**src/rtl/hamming_rx_capture.sv**
```systemverilog
`default_nettype none
// ============================================================================
// Module      : hamming_rx_capture
// Description : Captures a Hamming(7,4) codeword from the switches on a
//               debounced button press, computes the syndrome, corrects a
//               single-bit error and holds the data nibble plus error status.
// Revision    : 1.0 - initial release
// ============================================================================
module hamming_rx_capture #(
  parameter int DEBOUNCE_CYCLES = 270000
) (
  input  logic       clk,
  input  logic       rst,
  input  logic [6:0] sw_word,
  input  logic       btn_load,
  output logic       A,
  output logic       B,
  output logic       C,
  output logic       D,
  output logic       err_flag,
  output logic [2:0] err_pos,
  output logic       valid,
  output logic       busy
);

  localparam int CNT_W = (DEBOUNCE_CYCLES > 1) ? $clog2(DEBOUNCE_CYCLES) : 1;
  localparam logic [CNT_W-1:0] CNT_MAX = CNT_W'(DEBOUNCE_CYCLES - 1);

  typedef enum logic [1:0] {
    IDLE    = 2'd0,
    CAPTURE = 2'd1,
    DECODE  = 2'd2,
    UPDATE  = 2'd3
  } state_t;

  logic             btn_s1, btn_s2;
  logic [6:0]       sw_s1, sw_s2;
  logic [CNT_W-1:0] db_cnt;
  logic             db_level, db_prev;
  logic             press;
  state_t           state;
  logic [6:0]       word;
  logic [2:0]       syn;
  logic [3:0]       data_fix;
  logic [2:0]       syn_calc;

  // Two-stage synchronizers for the asynchronous button and switches
  always_ff @(posedge clk) begin
    if (rst) begin
      btn_s1 <= 1'b0;
      btn_s2 <= 1'b0;
      sw_s1  <= '0;
      sw_s2  <= '0;
    end else begin
      btn_s1 <= btn_load;
      btn_s2 <= btn_s1;
      sw_s1  <= sw_word;
      sw_s2  <= sw_s1;
    end
  end

  // Debounce: level only follows the button after a run of stable cycles
  always_ff @(posedge clk) begin
    if (rst) begin
      db_cnt   <= '0;
      db_level <= 1'b0;
      db_prev  <= 1'b0;
    end else begin
      db_prev <= db_level;
      if (btn_s2 != db_level) begin
        if (db_cnt == CNT_MAX) begin
          db_level <= ~db_level;
          db_cnt   <= '0;
        end else begin
          db_cnt <= db_cnt + 1'b1;
        end
      end else begin
        db_cnt <= '0;
      end
    end
  end

  // Single-cycle pulse on the rising edge of the debounced level
  assign press = db_level & ~db_prev;

  // Syndrome {s3,s2,s1}; word[k] holds Hamming position k+1
  always_comb begin
    syn_calc    = 3'd0;
    syn_calc[0] = word[0] ^ word[2] ^ word[4] ^ word[6];
    syn_calc[1] = word[1] ^ word[2] ^ word[5] ^ word[6];
    syn_calc[2] = word[3] ^ word[4] ^ word[5] ^ word[6];
  end

  // Capture/decode sequencer with registered outputs
  always_ff @(posedge clk) begin
    if (rst) begin
      state    <= IDLE;
      word     <= '0;
      syn      <= '0;
      data_fix <= '0;
      A        <= 1'b0;
      B        <= 1'b0;
      C        <= 1'b0;
      D        <= 1'b0;
      err_flag <= 1'b0;
      err_pos  <= '0;
      valid    <= 1'b0;
      busy     <= 1'b0;
    end else begin
      case (state)
        IDLE: begin
          if (press) begin
            word  <= sw_s2;
            busy  <= 1'b1;
            state <= CAPTURE;
          end
        end
        CAPTURE: begin
          syn   <= syn_calc;
          state <= DECODE;
        end
        DECODE: begin
          // Only the data positions (7,6,5,3) reach the outputs, so the
          // correction is applied to those bits alone; a parity-bit error
          // leaves the data untouched.
          data_fix <= {word[6] ^ (syn == 3'd7),
                       word[5] ^ (syn == 3'd6),
                       word[4] ^ (syn == 3'd5),
                       word[2] ^ (syn == 3'd3)};
          state    <= UPDATE;
        end
        UPDATE: begin
          {A, B, C, D} <= data_fix;
          err_pos      <= syn;
          err_flag     <= (syn != 3'd0);
          valid        <= 1'b1;
          busy         <= 1'b0;
          state        <= IDLE;
        end
        default: begin
          busy  <= 1'b0;
          state <= IDLE;
        end
      endcase
    end
  end

endmodule
`default_nettype wire

```
**config.mk**
```make
export PLATFORM = sky130hd
export DESIGN_NAME = hamming_rx_capture
export DESIGN_NICKNAME = d
export VERILOG_FILES = /design/src/rtl/hamming_rx_capture.sv
export SDC_FILE = /design/constraint.sdc
export NUM_CORES = 1
export LEC_CHECK = 0
export ABC_AREA = 1
export BUFFER_PORTS_ARGS = -buffer_cell sky130_fd_sc_hd__buf_2
export CORE_UTILIZATION = 50
export CTS_CLUSTER_SIZE = 28
export DETAILED_ROUTE_END_ITERATION = 12
export PLACE_DENSITY = 0.68
export RECOVER_POWER = 50
export SLEW_MARGIN = 0
export SYNTH_ARGS = -nofsm -noshare
export SYNTH_HDL_FRONTEND = slang
export SYNTH_SLANG_ARGS = --single-unit
```
**constraint.sdc**
```tcl
create_clock -name clk -period 2.1 [get_ports clk]
set_clock_uncertainty 0.1 [all_clocks]
set_input_delay 0.105 -clock clk [delete_from_list [all_inputs] [get_ports clk]]
set_output_delay 0.105 -clock clk [all_outputs]
set_load 0.05 [all_outputs]
```
; ---- Yosys cells after proc, flatten, opt, wreduce, memory -nomap -nowiden
; Index checks and enable logic that the tools add are counted.
; Widths: inputs -> output; s select.
[word_totals]
n_memories = 0
regBits = 63
mem_bits_ro = 0
ramBits = 0
latchBits = 0
inputBits = 10
elab_cells = 58
out_inout_bits = 10
[op_classes]
n_mux = 4
div_mod_pow = 0
addsub = 1
shifts = 0
multipliers = 0
magnitude_cmp = 0
bitwise = 17
n_eq_ne = 10
n_reduce_logical = 7
[op_table]
columns = op, count
row1 = $add 19x1->19 const B, 1
row2 = $eq 19x19->1 const B, 1
row3 = $xor 1x1->1, 13
row4 = $eq 3x3->1 const B, 3
row5 = $pmux 2 s4, 1
row6 = $reduce_and 2->1, 3
row7 = $eq 2x2->1 const B, 2
row8 = $eq 3x2->1 const B, 1
row9 = $not 1->1, 3
row10 = $reduce_bool 3->1, 1
row11 = $reduce_or 3->1, 1
row12 = $eq 2x1->1 const B, 1
row13 = $logic_not 2->1, 1
row14 = $mux 2, 1
row15 = $ne 2x2->1 const B, 1
row16 = $pmux 1 s2, 1
row17 = $reduce_bool 2->1, 1
row18 = $and 1x1->1, 1
row19 = $mux 1, 1
row20 = $ne 1x1->1, 1

; ---- Longest topological paths before layout
[depth]
depth_word = 4
mapped_depth = 9
depth_no_buf = 9

; ---- Worst setup path after synthesis
; Ideal clock, no wire load.
[synth_path]
path_kind = reg-to-reg
from = register db_cnt[0]
to = register db_cnt[2]
stages_incl_launch_ff = 10
setup_ns = 0.116
n_path_buf = 1
t_required_ns = 1.884
t_arrival_ns = 1.228
synth_period_minus_slack_ns = 1.444
path_slack_ns = 0.656
path_cell_list = dfxtp_1 ha_1 nand3_2 inv_2 nand3_2 nor2_2 nor2_4 inv_4 buf_6 nor2_1
[synth_between]
elab_chain_len = 2
word_cells_on_any_way = 3
cone_classes = add/sub (1) / eq/ne (1) / reduce/logical (1)
[synth_rtl]
columns = element, line_no
row1 = from (decl), 38  ; logic [CNT_W-1:0] db_cnt;
row2 = from (signal assigned), 75  ; db_cnt <= db_cnt + 1'b1;
row3 = "parallel branches: the longest is 2 deep, another holds $add 19x1->19", --
; Several ways; the timed one is not identified.
; A chain may end at the register's enable or synchronous reset.

==> metrics.md <==
| Metric | Value |
|---|---|
| Critical path's largest stage delay | `between 0.5 and 0.6 ns` |
| Layout area overhead | `17.5%` |
| Setup TNS | `0 ns` |
| Part of the cycle the worst path needs | `about three quarters` |
| Syn nets | `350` |
| I/O Pins | `20` |
| Crit. End Element | `flip-flop` |
| Number of synthesized flops with an enable pin | `0` |
| CP Class | `in -> reg` |
| Power Density | `~970 nW/um2` |
| Root buf cell | `clkbuf_8` |
| DR vias/cell | `approximately 4.5` |
| CTS tree | `done` |
| Yosys Warn Count | `0` |
| Gr ovfl total | `0` |
| HP Class | `reg -> reg` |
| WP data arrival | `1.72 ns` |
| Average size of a mapped cell | `slightly below 8 um2` |
| First-pass GRT wire length | `around 7700 um` |
| Max IR drop VDD | `0.623 mV` |
| Max_cap viols | `0` |
| Clock Path Buffers | `2` |
| Status | `finished, final reports clean` |
| Largest net degree at the start of global routing | `23` |
| Crit Path Max Fanout | `22` |
| Layout cells sized above 1 | `8.33%` |
| TritonCTS buffer count | `9` |
| Post-synth top area share | `just under 50%` |
| Initial Util | `between 50% and 60%` |
| DRT Pass-1 Iters | `4` |
| Initial antenna violation count | `0` |
| Die area | `roughly 5500 um2` |
| Area of the mapped netlist | `~2600 um2` |
| Iter 0 DRT Violations | `about 110` |
| Hold Vio Cnt, Final | `0` |
| WL/cell | `9.92 um` |
| Row count | `25` |
| Register area share after synthesis | `between 40% and 50%` |
| ANT nets after route | `0` |
| Vias in the first global route | `~1800` |
| Library cells used by synthesis | `26` |
| Die X | `roughly 74 um` |
| #FFs+latches synth | `between 60 and 70` |
| LEAKAGE | `~1.2 nW` |
| Fill count | `435` |
| Largest cells by area after synthesis | `dfxtp_1 (49%), nor2_1 (9.1%), inv_1 (8.3%)` |
| Clk sinks | `63` |
| Async set-or-reset flop fraction in the synthesized netlist | `0%` |
| Chip height | `~74 um` |
| Hold_ws | `about 0.3 ns` |
| RePlAce Congestion | `~0.83` |
| Clock transition at path regs | `approximately 0.07 ns` |
| Port Buf Inserts | `19` |
| CP Launch Type | `input pin` |
| Worst Tran Pin Value | `0.610 ns` |
| Final setup viols | `0` |
| Worst Path Required | `between 2 and 2.5 ns` |
| Critical Path Slowest Stage Cell | `dlygate4sd3_1` |
| DR vias | `1960` |
| Area leader, netlist | `dfxtp_1` |
| Insertion delay to the later sink of the worst-skew pair | `around 0.34 ns` |
| DP HPWL | `approximately 3000 um` |
| Nets@finish | `383` |
| CTS resizes | `0` |
| Drt total wl | `4350 um` |
| Final Slew Violations | `0` |
| Most frequent cells in the layout | `dfxtp_1 (63), nor2_1 (63), inv_1 (57), nand2_1 (38), o21ai_0 (24)` |
| Peak Freq | `622 MHz` |
| Post-route DRC violation count | `0` |
| Critical path, cell by cell | `dlygate4sd3_1, clkbuf_1, inv_1, o21ai_0, a21oi_1` |
| Tot GR Track Use | `approximately a fifth` |
| H-tree levels | `3` |
| Min Clock Period, post-route | `approximately 1.6 ns` |
| Diode count | `0` |
| Area of the core | `4850 um2` |
| Synth Instances | `around 330` |
| Relative slew slack | `59.4%` |
| Synth Flop Type | `dfxtp_1` |
| RSZ-0062 raised after global routing | `no` |
[power breakdown]
part	internal [mW]	total [mW]	switching, mW
clock	0.706	1.18	0.478
combinational	0.123	0.407	0.284
sequential	1.29	1.35	0.0576
total	2.12	2.94	0.819
[cells in the mapped netlist, types with 2 or more instances]
| cell type | count |
|---|---|
| a21oi_1 | 19 |
| nor2_1 | 63 |
| clkbuf_1 | 5 |
| inv_1 | 57 |
| nand3_1 | 14 |
| xor2_1 | 12 |
| nand2_1 | 38 |
| nand4_1 | 2 |
| ha_1 | 6 |
| xnor2_1 | 12 |
| o21ai_0 | 24 |
| dfxtp_1 | 63 |
| nor3_1 | 4 |
| a211oi_1 | 2 |
| nand3_2 | 2 |
[path summary, 6_finish.rpt]
path | end | start | slack (ns) | depth (start not counted)
setup / recovery | err_pos[2] | rst | 0.49 | 5
hold / removal | sw_s2[4] | sw_s1[4] | 0.30 | 2
setup reg to reg | busy | state[0] | 0.49 | 5
hold reg to reg | sw_s2[4] | sw_s1[4] | 0.30 | 2
[registers in the layout (all words and copies together) (netlist names), 2 cells and up]
| signal | flops |
|---|---|
| sw_s2 | 7 |
| db_cnt | 19 |
| word | 7 |
| err_pos | 3 |
| data_fix | 4 |
| syn | 3 |
| sw_s1 | 7 |
| state | 2 |
[area by class of cell]
class	instances	area (um2)	share of cell area [%]
clock buffers	10	138	4.52
clock inverters	6	92.6	3.04
inverters	59	224	7.36
multi-input cells	204	1060	35.0
flip-flops and latches	63	1260	41.4
well taps	67	83.8	2.75
repair buffers	30	179	5.88
[logic make-up after synthesis]
| family | synth area share [%] |
|---|---|
| simple gates | 20.7 |
| buf+inv | 10.1 |
| flops | 48.7 |
| compound gates | 9.43 |
| xor+xnor | 8.12 |
| fa+ha+maj | 2.90 |
[timing repair]
action / CTS / global route
endpoints found under the setup margin: 0 / 0
buffers inserted: 0 / 0
hold buffers: 9 / 0
endpoints found under the hold margin: 12 / 0
[through the flow]
step / instances / utilization (%) / cell area [um2] / setup WS, ns / power, mW
2_1_floorplan: 334 / - / 2590 / 0.656 / 1.69
3_3_place_gp: 414 / 56.6 / 2740 / 0.536 / 1.77
3_5_place_dp: 414 / 56.6 / 2740 / 0.499 / 1.78
4_1_cts: 439 / 63.2 / 3060 / 0.492 / 2.98
5_1_grt: 439 / 62.8 / 3040 / 0.256 / 3.10
6_report: 439 / 62.8 / 3040 / 0.491 / 2.94
[metal layers]
metal | up-vias | global-route usage [%] | routed length, um
met5 | - | 0 | 0
met4 | 0 | 12.2 | 125
met3 | 11 | 6.10 | 132
met2 | 28 | 27.3 | 1730
met1 | 833 | 25.4 | 2370
li1 | 1088 | - | -
[worst max-delay path: cells and delay by family]
family,cells,cell delay (ns)
AO/OA/AOI/OAI,2,0.25
buffers and inverters,3,1.36
(Power assumes the default switching activity.)
